$ cat config.mk
export PLATFORM = sky130hd
export DESIGN_NAME = rr_grant_arb
export DESIGN_NICKNAME = d
export VERILOG_FILES = /design/src/rtl/rr_arb_pkg.sv /design/src/rtl/rr_pick_comb.sv /design/src/rtl/rr_grant_arb.sv
export SDC_FILE = /design/constraint.sdc
export NUM_CORES = 1
export LEC_CHECK = 0
export CAP_MARGIN = 0
export CORE_AREA = 2 2 44 46
export CTS_CLUSTER_SIZE = 8
export DETAILED_ROUTE_END_ITERATION = 10
export DIE_AREA = 0 0 46 48
export GPL_TIMING_DRIVEN = 0
export SLEW_MARGIN = 30
export SYNTH_ARGS = -nofsm -noshare
export SYNTH_HDL_FRONTEND = slang
export SYNTH_SLANG_ARGS = --single-unit
$ cat constraint.sdc
create_clock -name Clk -period 2.8 [get_ports Clk]
set_input_delay 0.56 -clock Clk [delete_from_list [all_inputs] [get_ports Clk]]
set_output_delay 0.56 -clock Clk [all_outputs]
set_load 0.02 [all_outputs]
$ cat src/rtl/rr_arb_pkg.sv
// Shared types and helpers for the round-robin grant arbiter.
// Latency: n/a (types and combinational helper functions only).
// Backpressure: n/a.
// Contents: state_t FSM encoding, onehot() index decoder, rr_pick() reference pick.
package rr_arb_pkg;

   // Upper bound on requester count for the width-generic helpers below.
   localparam int MAX_GN = 64;

   typedef enum logic {
      S_IDLE = 1'b0,
      S_GNT  = 1'b1
   } state_t;

   // Decode an index into a one-hot vector; out-of-range indices give zero.
   function automatic logic [MAX_GN-1:0] onehot(input int idx, input int gn);
      logic [MAX_GN-1:0] v;
      v = '0;
      if (idx >= 0 && idx < gn && idx < MAX_GN) v[idx] = 1'b1;
      return v;
   endfunction

   // Round-robin pick: scan from ptr upwards with wrap-around.
   // Returns {found, idx[5:0]}.
   function automatic logic [6:0] rr_pick(input logic [MAX_GN-1:0] req,
                                          input int ptr, input int gn);
      logic [6:0] r;
      int         j;
      r = '0;
      // Walk backwards so the candidate closest to ptr is assigned last.
      for (int k = gn - 1; k >= 0; k--) begin
         j = (ptr + k) % gn;
         if (req[j]) r = {1'b1, 6'(j)};
      end
      return r;
   endfunction

endpackage

$ cat src/rtl/rr_pick_comb.sv
// Round-robin winner select: first set request at or above ptr, wrapping.
// Latency: purely combinational.
// Backpressure: none; output follows inputs in the same cycle.
// Ports: req (request vector), ptr (highest-priority index),
//        found (any request), idx (winner index), oh (winner one-hot, zero if none).
module rr_pick_comb
   import rr_arb_pkg::*;
#(
   parameter int GN = 2,
   parameter int IW = $clog2(GN)
) (
   input  logic [GN-1:0] req,
   input  logic [IW-1:0] ptr,
   output logic          found,
   output logic [IW-1:0] idx,
   output logic [GN-1:0] oh
);

   localparam int PW = $clog2(2 * GN);

   logic [2*GN-1:0] dbl;
   logic [PW-1:0]   pos;

   // Lower copy has the bits below ptr masked off; the upper copy is the
   // unmasked wrap-around, so the lowest set bit overall is the RR winner.
   always_comb begin
      dbl = {req, req};
      for (int i = 0; i < GN; i++) begin
         if (i < int'(ptr)) dbl[i] = 1'b0;
      end

      found = |dbl;

      pos = '0;
      for (int i = 2 * GN - 1; i >= 0; i--) begin
         if (dbl[i]) pos = PW'(i);
      end

      if (pos >= PW'(GN)) idx = IW'(pos - PW'(GN));
      else                idx = IW'(pos);

      oh = '0;
      for (int i = 0; i < GN; i++) begin
         oh[i] = found && (int'(idx) == i);
      end
   end

endmodule

$ cat src/rtl/rr_grant_arb.sv
// Round-robin arbiter producing a registered one-hot select enable, held per burst.
// Latency: grant 1 cycle after request; back-to-back re-grant on completion, no bubble.
// Backpressure: grant held until Ack_In on the last beat or MAXB beats (Err_Ovf pulse).
// Ports: Clk, Rst (sync active-high), Req_In/Lst_In per requester, Ack_In beat accept,
//        Gnt_En one-hot grant, Gnt_Vld = |Gnt_En, Gnt_Id grant index, Err_Ovf overflow pulse.
module rr_grant_arb
   import rr_arb_pkg::*;
#(
   parameter int GN   = 2,
   parameter int MAXB = 16,
   parameter int IW   = $clog2(GN)
) (
   input  logic          Clk,
   input  logic          Rst,
   input  logic [GN-1:0] Req_In,
   input  logic [GN-1:0] Lst_In,
   input  logic          Ack_In,
   output logic [GN-1:0] Gnt_En,
   output logic          Gnt_Vld,
   output logic [IW-1:0] Gnt_Id,
   output logic          Err_Ovf
);

   localparam int BW = $clog2(MAXB + 1);

   state_t        state;
   logic [IW-1:0] ptr;
   logic [BW-1:0] beat_cnt;

   logic [IW-1:0] ptr_inc;
   logic [IW-1:0] pick_ptr;
   logic          pick_found;
   logic [IW-1:0] pick_idx;
   logic [GN-1:0] pick_oh;
   logic          lst;
   logic          ovf;
   logic          done;

   // Pointer just past the current grant; becomes Ptr on completion.
   assign ptr_inc = (Gnt_Id == IW'(GN - 1)) ? '0 : Gnt_Id + IW'(1);

   // While granted, the pick is only consumed at completion, so it is
   // computed against the post-completion pointer to allow back-to-back grants.
   assign pick_ptr = (state == S_GNT) ? ptr_inc : ptr;

   assign lst  = Lst_In[Gnt_Id];
   assign ovf  = (beat_cnt == BW'(MAXB - 1));
   assign done = lst | ovf;

   rr_pick_comb #(
      .GN (GN),
      .IW (IW)
   ) u_pick (
      .req   (Req_In),
      .ptr   (pick_ptr),
      .found (pick_found),
      .idx   (pick_idx),
      .oh    (pick_oh)
   );

   always_ff @(posedge Clk) begin
      if (Rst) begin
         state    <= S_IDLE;
         ptr      <= '0;
         beat_cnt <= '0;
         Gnt_En   <= '0;
         Gnt_Vld  <= 1'b0;
         Gnt_Id   <= '0;
         Err_Ovf  <= 1'b0;
      end else begin
         Err_Ovf <= 1'b0;
         case (state)
            S_IDLE: begin
               if (pick_found) begin
                  state    <= S_GNT;
                  Gnt_En   <= pick_oh;
                  Gnt_Vld  <= 1'b1;
                  Gnt_Id   <= pick_idx;
                  beat_cnt <= '0;
               end
            end
            S_GNT: begin
               if (Ack_In) begin
                  if (done) begin
                     ptr      <= ptr_inc;
                     beat_cnt <= '0;
                     // A last beat landing on the MAXB-th beat is a clean finish.
                     Err_Ovf  <= ovf & ~lst;
                     if (pick_found) begin
                        Gnt_En <= pick_oh;
                        Gnt_Id <= pick_idx;
                     end else begin
                        state   <= S_IDLE;
                        Gnt_En  <= '0;
                        Gnt_Vld <= 1'b0;
                        Gnt_Id  <= '0;
                     end
                  end else begin
                     beat_cnt <= beat_cnt + BW'(1);
                  end
               end
            end
            default: begin
               state   <= S_IDLE;
               Gnt_En  <= '0;
               Gnt_Vld <= 1'b0;
            end
         endcase
      end
   end

endmodule

==> results.cfg <==
[outcome]
run_status = completed

[worst_setup_path]
startpoint = Gnt_Id$_SDFFE_PP0P_
cp_num_buf_inv = 1
cp.required_ns = 2.24
cp-start-kind = flip-flop
timing.rr.start = beat_cnt[0]$_SDFFE_PP0P_
cp-end-kind = primary output
critPathTopFamily = buffers and inverters
worstPathCellList = clkdlybuf4s50_1
critical_path_class = reg -> out
slowest_delay_ns = 0.66
cpMaxStageDelayCell = clkdlybuf4s50_1
cp_max_fo = 7
cp.arrival_ns = 1.41

[synth]
synth_nets = 80
synth.avg_cell_area_um2 = 9.128
muxShareOfSynthArea_pct = 8.494
synth_top_family_by_area = compound AO/OA/AOI/OAI gates
synth_edf_count = 0
synth_common_cells = dfxtp_1, a21oi_1, inv_1, nand2_1, mux2i_1
synthArstFlopShare_pct = 0
synth_compound_area_share_pct = 23.17
syn_inst = 71
synthFlopType = dfxtp_1
ys_top_cells_by_area = dfxtp_1, mux2i_1, a21oi_1, ha_1, inv_1
synth_cell_types = 32
synth_most_common_cell = dfxtp_1
syn-cell-area_um2 = 648.1
synthSimpleGateAreaFrac_pct = 21.81
synth_top_cell_by_area = dfxtp_1
synth_xor_xnor_area_share_pct = 0
ys_warn_count = 0
synth_seq_cells = 12
yosysTopAreaCellShare_pct = 37.07
synth_adder_area_share_pct = 3.861
ys_seq_area_share_pct = 37.07

[finish]
fin_cells = 102
nNetsFinal = 95
n_antenna_cell = 0
multi_input_area_um2 = 371.6
nFillCells = 161
syn_to_final_growth_pct = 24.32
layout-drive-gt1-share_pct = 12.94
ff_latch_area_um2 = 240.2

[floorplan]
die_x_um = 46
rows = 15
initial_core_util_pct = 38.37
io_pins = 12
coreArea_mm2 = 0.001689
die_h_um = 48
die-area_mm2 = 0.002208

[sta]
fmax_mhz = 506.6
setup_viol = 0
fin_crit_sh_pct = 70.49
rsz0062_at_grt = false
period_needed_ns = 1.974
tightest_slew_ns = 0.4252
clock_skew_ns = 0.005409
final.setup.tns_ns = 0
hold_viol = 0
setup_ws_ns = 0.8262
maxSlewHeadroom_pct = 71.50
slew_violations = 0

[clock_network]
numCtsBuffers = 3
ctsRootBufferMaster = clkbuf_4
cts_tree = built
cts_htree_levels = 1
clk_pin_slew_ns = 0.09
hold_buffers = 0
cts_sinks = 12
clk_latency_ns = 0.27
clock_path_buffers = 2
ctsResizeCount = 0
post-cts-setup-buffer-count = 0

[routing]
drt-vias-per-instance = 5.588
drc = 0
ant_nets = 0
dr_total_vias = 570
drt-pass1-iter-count = 6
drt_iter0_markers = 6
wire_per_inst_um = 12.00
wl_mm = 1.224

[global_route]
grt_use_met1_pct = 15.77
grtUsageMet2_pct = 21.39
grt_max_degree = 11
met3_usage_pct = 3.774
grtUsageTotal_pct = 13.16
grt_pass1_vias = 505
grt_pass1_wl_mm = 2.035
overflow = 0
grt_busiest_layer = met2
antenna_found_initial = 0

[placed_design]
port_buffers = 10
hpwl_um = 952.5
globalplace.congestion = 0.7424
post-place-ws_ns = 0.7893
post-place-cells = 98

[power]
ir_drop_uv = 295.4
p_leak_uw = 0.0003104
p_per_area_mw_per_mm2 = 491.1

[job]
maxCapViolCount = 0

[hold_path]
hold_start = Gnt_En[0]$_SDFFE_PP0P_
hold_class = reg -> reg
==> cells in the final DEF (no fill, tap or decap), drive strengths merged, types with 3 or more instances in the layout <==
cell type,instances
a21oi,6
or4,3
dfxtp,12
mux2i,4
clkbuf,5
nand2,5
inv,6
clkdlybuf4s50,10
==> per-layer routing <==
| metal | vias to the layer above | share of wire [%] |
|---|---|---|
| met5 | - | 0 |
| met4 | 0 | 0.49 |
| met3 | 2 | 5.2 |
| met2 | 12 | 47 |
| met1 | 259 | 47 |
| li1 | 297 | - |
==> area by class of cell <==
class,instances,share of cell area (%)
Buffer,3,1.708
Clock buffer,4,4.503
Inverter,6,2.795
Multi-Input combinational cell,50,46.12
Sequential cell,12,29.81
Tap cell,17,2.640
Timing Repair Buffer,10,12.42
==> kinds of logic after synthesis <==
| group | after synthesis |
|---|---|
| compound gates | 19 |
| fa+ha+maj | 2 |
| buf+inv | 9 |
| flops | 12 |
| mux | 5 |
| simple gates | 24 |
==> registers in the layout, indices dropped and copies added (netlist names) <==
register	cells
beat_cnt	5
Gnt_En	2
Err_Ovf	1
Gnt_Id	1
Gnt_Vld	1
ptr	1
state	1
==> report_power, final <==
part	switching [uW]	leakage [uW]	internal, uW
clock	62.3	0.0000210	79.0
combinational	35.5	0.000191	34.7
sequential	5.71	0.0000981	178
==> stage by stage <==
stage / power [uW] / util, % / hold WS, ns / instance area (um^2)
global route: 418.5 / 47.70 / 0.4855 / 805.8
CTS: 402.0 / 47.70 / 0.4656 / 805.8
floorplan: 232.6 / - / 0.4464 / 648.1
finish: 395.7 / 47.70 / 0.4651 / 805.8
global placement: 258.9 / 45.56 / 0.4470 / 769.5
detailed placement: 258.9 / 45.56 / 0.4533 / 769.5
==> worst paths after layout <==
check                        endpoint  slack, ns  cells after the start
max                            Gnt_Id       0.83                      1
min            Gnt_En[0]$_SDFFE_PP0P_       0.47                      2
max reg2reg  beat_cnt[2]$_SDFFE_PP0P_       1.04                      6
min reg2reg    Gnt_En[0]$_SDFFE_PP0P_       0.47                      2
Power figures use the tool's default switching activity.
